### config.mk
export PLATFORM = sky130hd
export DESIGN_NAME = mc_controller
export DESIGN_NICKNAME = d
export VERILOG_FILES = /design/src/rtl/mc_controller.sv
export SDC_FILE = /design/constraint.sdc
export NUM_CORES = 1
export LEC_CHECK = 0
export CAP_MARGIN = 10
export CORE_MARGIN = 5
export CORE_UTILIZATION = 39
export DETAILED_ROUTE_END_ITERATION = 12
export PLACE_DENSITY = 0.81
export SYNTH_ARGS = -nofsm -noshare
export SYNTH_HDL_FRONTEND = slang
export SYNTH_SLANG_ARGS = --single-unit
### constraint.sdc
create_clock -name clk -period 6.85 [get_ports clk]
set_input_delay 2.055 -clock clk [delete_from_list [all_inputs] [get_ports clk]]
set_output_delay 2.055 -clock clk [all_outputs]
set_load 0.02 [all_outputs]
### src/rtl/mc_controller.sv
// mc_controller: multicycle Moore control unit for the ARM-subset core.
// Memory wait handshake is enabled by defining MC_MEM_WAIT_EN.
module mc_controller #(
  parameter int ALU_CTRL_W = 3
) (
  input  logic                  clk,
  input  logic                  reset,
  input  logic [3:0]            Cond,
  input  logic [1:0]            Op,
  input  logic [5:0]            Funct,
  input  logic [3:0]            Rd,
  input  logic [3:0]            ALUFlags,
  input  logic                  mem_ready,
  output logic                  PCWrite,
  output logic                  MemWrite,
  output logic                  RegWrite,
  output logic                  IRWrite,
  output logic                  AdrSrc,
  output logic                  ALUSrcA,
  output logic [1:0]            ALUSrcB,
  output logic [1:0]            ResultSrc,
  output logic [1:0]            ImmSrc,
  output logic [1:0]            RegSrc,
  output logic [ALU_CTRL_W-1:0] ALUControl,
  output logic                  undef
);

  typedef enum logic [3:0] {
    FETCH, DECODE, MEMADR, MEMREAD, MEMWB,
    MEMWRITE, EXECR, EXECI, ALUWB, BRANCH
  } state_t;

  state_t     state, state_n;
  logic [3:0] flags;
  logic       go;
  logic       cond_ex;
  logic       exec;
  logic       is_cmp, is_known, is_arith;
  logic [2:0] alu_op;
  logic       wb_en;
  logic       pcw, mw, rw, irw, und;

`ifdef MC_MEM_WAIT_EN
  assign go = mem_ready;
`else
  logic unused_mem_ready;
  assign unused_mem_ready = mem_ready;
  assign go = 1'b1;
`endif

  // flags = {N, Z, C, V}
  always_comb begin
    cond_ex = 1'b0;
    unique case (Cond)
      4'b0000: cond_ex = flags[2];
      4'b0001: cond_ex = ~flags[2];
      4'b0010: cond_ex = flags[1];
      4'b0011: cond_ex = ~flags[1];
      4'b0100: cond_ex = flags[3];
      4'b0101: cond_ex = ~flags[3];
      4'b0110: cond_ex = flags[0];
      4'b0111: cond_ex = ~flags[0];
      4'b1000: cond_ex = flags[1] & ~flags[2];
      4'b1001: cond_ex = ~flags[1] | flags[2];
      4'b1010: cond_ex = flags[3] == flags[0];
      4'b1011: cond_ex = flags[3] != flags[0];
      4'b1100: cond_ex = ~flags[2] & (flags[3] == flags[0]);
      4'b1101: cond_ex = flags[2] | (flags[3] != flags[0]);
      4'b1110: cond_ex = 1'b1;
      4'b1111: cond_ex = 1'b0;
    endcase
  end

  always_comb begin
    alu_op   = 3'd0;
    is_known = 1'b1;
    is_cmp   = 1'b0;
    is_arith = 1'b0;
    case (Funct[4:1])
      4'b0100: is_arith = 1'b1;
      4'b0010: begin alu_op = 3'd1; is_arith = 1'b1; end
      4'b0000: alu_op = 3'd2;
      4'b1100: alu_op = 3'd3;
      4'b0001: alu_op = 3'd4;
      4'b1111: alu_op = 3'd5;
      4'b1010: begin
        alu_op   = 3'd1;
        is_cmp   = 1'b1;
        is_arith = 1'b1;
      end
      default: is_known = 1'b0;
    endcase
  end

  assign exec = (state == EXECR) || (state == EXECI);

  always_ff @(posedge clk or posedge reset) begin
    if (reset) begin
      state <= FETCH;
    end else begin
      state <= state_n;
    end
  end

  // CMP writes flags regardless of S; CV only move for add/sub kinds
  always_ff @(posedge clk or posedge reset) begin
    if (reset) begin
      flags <= 4'b0000;
    end else if (exec && cond_ex && (Funct[0] || is_cmp)) begin
      flags[3:2] <= ALUFlags[3:2];
      if (is_arith) flags[1:0] <= ALUFlags[1:0];
    end
  end

  always_comb begin
    state_n = state;
    unique case (state)
      FETCH:    if (go) state_n = DECODE;
      DECODE: begin
        unique case (Op)
          2'b00:   state_n = Funct[5] ? EXECI : EXECR;
          2'b01:   state_n = MEMADR;
          2'b10:   state_n = BRANCH;
          default: state_n = FETCH;
        endcase
      end
      MEMADR:   state_n = Funct[0] ? MEMREAD : MEMWRITE;
      MEMREAD:  if (go) state_n = MEMWB;
      MEMWB:    state_n = FETCH;
      MEMWRITE: if (go) state_n = FETCH;
      EXECR,
      EXECI:    state_n = is_cmp ? FETCH : ALUWB;
      ALUWB,
      BRANCH:   state_n = FETCH;
      default:  state_n = FETCH;
    endcase
  end

  // unrecognised ALU codes still run ALUWB but never write back
  assign wb_en = cond_ex & ((state != ALUWB) | is_known);

  always_comb begin
    pcw       = 1'b0;
    mw        = 1'b0;
    rw        = 1'b0;
    irw       = 1'b0;
    und       = 1'b0;
    AdrSrc    = 1'b0;
    ALUSrcA   = 1'b0;
    ALUSrcB   = 2'b00;
    ResultSrc = 2'b00;
    unique case (state)
      FETCH: begin
        ALUSrcA   = 1'b1;
        ALUSrcB   = 2'b10;
        ResultSrc = 2'b10;
        irw       = go;
        pcw       = go;
      end
      DECODE: begin
        ALUSrcA   = 1'b1;
        ALUSrcB   = 2'b10;
        ResultSrc = 2'b10;
        und       = (Op == 2'b11);
      end
      MEMADR,
      EXECI:    ALUSrcB = 2'b01;
      EXECR:    ALUSrcB = 2'b00;
      MEMREAD:  AdrSrc = 1'b1;
      MEMWRITE: begin
        AdrSrc = 1'b1;
        mw     = cond_ex & go;
      end
      MEMWB,
      ALUWB: begin
        ResultSrc = (state == MEMWB) ? 2'b01 : 2'b00;
        if (Rd == 4'd15) pcw = wb_en;
        else             rw  = wb_en;
      end
      BRANCH: begin
        ALUSrcB   = 2'b01;
        ResultSrc = 2'b10;
        pcw       = cond_ex;
      end
      default: ;
    endcase
  end

  assign PCWrite    = pcw & ~reset;
  assign MemWrite   = mw & ~reset;
  assign RegWrite   = rw & ~reset;
  assign IRWrite    = irw & ~reset;
  assign undef      = und & ~reset;
  assign ImmSrc     = Op;
  assign RegSrc     = {(Op == 2'b01) & ~Funct[0], Op == 2'b10};
  assign ALUControl = exec ? ALU_CTRL_W'(alu_op) : '0;

endmodule

==> results by group <==
Clock tree
  – CTS Buffer Depth: 2
  – Post-cts resize count: 0
  – Htree depth: 1
  – Clock Pin Slew Worst Setup and Hold Paths: 50 ps
  – CTS tree: built
  – TritonCTS Buffers: 3
  – Hold buffers post-CTS: 0
  – Clk_lat worst skew: 240 ps
  – Root buf cell: clkbuf_4
  – Clock sink count: 8
  – # Post-CTS Setup Buffers: 0

Synthesis
  – Syn. warnings: 0
  – Sequential share of the synthesized area: 0.211
  – Syn Inst Count: 122
  – EDFF count, synth: 0
  – Mux share of post-synthesis cell area: 0.0567
  – Mean area per synthesized cell: 7.77 um2
  – Ys flop type: dfrtp_1
  – XOR/XNOR share of the synthesized area: 0.0554
  – Ys async rst share: 1.00
  – Syn nets: 145
  – Yosys reg bits: 8
  – Unique masters post-synth: 49
  – Compound-Gate Fraction of Synth Area: 0.252
  – Syn Std Cell Area: 948 um2
  – Synth Area in Adders: 0
  – Largest family of logic cells by synthesized area: simple AND/OR/NAND/NOR gates
  – Simple-Gate Fraction of Synth Area: 0.334

STA
  – Setup TNS: 0 ps
  – Minimum clock period: 6620 ps
  – Slew Limit Fails: 0
  – Crit share post-route: 0.966
  – Hold Violations, Final: 0
  – RSZ-0062 raised after global routing: no
  – Clock skew: 5.66 ps
  – Achievable Freq: 0.151 GHz
  – Worst-Margin Slew: 519 ps
  – Max-slew headroom: 0.654
  – Final setup violation count: 0

Min path
  – Hold depth: 1
  – Worst hold path class: flip-flop to flip-flop
  – Min-delay src: flags[0]$_DFFE_PP0P_

Floorplanning
  – Die Y: 59.3 um
  – Full die area: 3520 um2
  – Row Count: 17
  – Placeable core area: 2280 um2
  – Die X: 59.3 um
  – # IOs: 41
  – Initial core utilization: 0.417

Power
  – Pwr dens: 281 nW/um2
  – Peak supply drop: 0.232 mV
  – LEAKAGE: 0.497 nW

Drt
  – DR vias: 1031
  – Initial DRC count: 53
  – DRT Pass-1 Iters: 4
  – Drt wl/cell: 14.3 um
  – Routed vias/inst: 5.66
  – Final WL: 2610 um
  – DRC: 0
  – Post-route ant nets: 0

Global route
  – Largest net degree at the start of global routing: 17
  – Vias in the first global route: 1037
  – Number of antenna violations at the first check in global routing: 0
  – Total track usage: 0.157
  – First-pass GRT wire length: 4390 um
  – GRT Residual Overflow: 0

Placement
  – Placed cell area: 1320 um2
  – Input/output buffers: 39
  – HPWL after DPL: 2010 um
  – Gpl congestion: 0.842

Worst setup path
  – Crit path DAT: 4560 ps
  – Max FO, Critical Path: 9
  – Critical Path Sink Type: output port
  – Crit path launch: Cond[1]
  – Reg2reg setup slack: 4800 ps
  – CP required: 4800 ps
  – Critical Path Source Type: input pin
  – Reg2Reg Depth: 5
  – Crit path kind: input pin to output port
  – Worst r2r src: state[2]$_DFF_PP0_

Outcome
  – Status: finished clean

Final layout
  – Most frequent cells in the layout: clkdlybuf4s50_1, nor2_1, dfrtp_1
  – Post-route cell area: 1350 um2
  – Area delta synth->final: 42.0%
  – Fill cell count: 209
  – Layout cell share with drive strength beyond 1: 0.0974
  – ANT cells: 0
  – Commonest non-fill, non-tap cell in the layout: clkdlybuf4s50_1
  – Nets: 179

Flow run
  – Max_cap viols: 0
report_power, final:
group          internal [mW]  switching (mW)
clock                 0.0199          0.0140
combinational          0.115           0.123
sequential            0.0654          0.0408
final timing paths:
| check | end |
|---|---|
| worst max-delay path | MemWrite |
| worst min-delay path | flags[0]$_DFFE_PP0P_ |
| worst max register to register | flags[0]$_DFFE_PP0P_ |
| worst min register to register | flags[0]$_DFFE_PP0P_ |
| max in group asynchronous | state[1]$_DFF_PP0_ |
| min in group asynchronous | flags[1]$_DFFE_PP0P_ |
metrics by stage:
stage / util / cells / setup slack, ps / power [mW] / hold WS, ps
2_1_floorplan: - / 122 / 995 / 0.249 / 502
3_3_place_gp: 0.579 / 179 / 267 / 0.336 / 521
3_5_place_dp: 0.579 / 179 / 216 / 0.343 / 555
4_1_cts: 0.589 / 182 / 177 / 0.380 / 567
5_1_grt: 0.592 / 182 / 85.3 / 0.409 / 580
6_report: 0.592 / 182 / 234 / 0.378 / 555
cell usage after synthesis, types with 4 or more instances:
cell type | n | area, um2
nor2_1 | 12 | 45.0
dfrtp_1 | 8 | 200
nand2_1 | 7 | 26.3
o21ai_0 | 7 | 35.0
nor3_1 | 5 | 25.0
a21oi_1 | 4 | 20.0
buf_2 | 4 | 20.0
clkbuf_1 | 4 | 15.0
inv_1 | 4 | 15.0
nor2b_1 | 4 | 25.0
nor4_1 | 4 | 25.0
area by class of cell:
class	count	area, um2	area share
sequential	8	200	0.149
inverter	4	15.0	0.0112
timing repair buffer	41	405	0.301
tap	28	35.0	0.0260
multi-input combinational	98	668	0.496
clock buffer	3	22.5	0.0167
cells by family (layout without fill, tap and decap cells):
logic type | count (synthesis) | after routing
buf+inv | 16 | 48
xor+xnor | 6 | 6
mux | 5 | 5
compound gates | 31 | 31
simple gates | 56 | 56
flops | 8 | 8
worst max-delay path: stages:
cell and delay [ps]:
clkdlybuf4s50_1 580, and2_2 270, a211o_2 330, o221ai_2 220
nor2_1 130, nor4b_1 310, clkdlybuf4s50_1 660
sequential cells by signal, indices dropped and copies added, names as in the netlist:
| name | cells |
|---|---|
| state | 4 |
| flags | 4 |
per-layer routing:
layer  up-vias  wire length [um]  GRT usage  share of wire
li1        515                 -          -              -
met1       478              1150      0.182           0.44
met2        34              1250      0.271           0.48
met3         4               181     0.0501          0.069
met4         0                27     0.0518          0.010
met5         -                 0          0              0
Power figures use the tool's default switching activity.
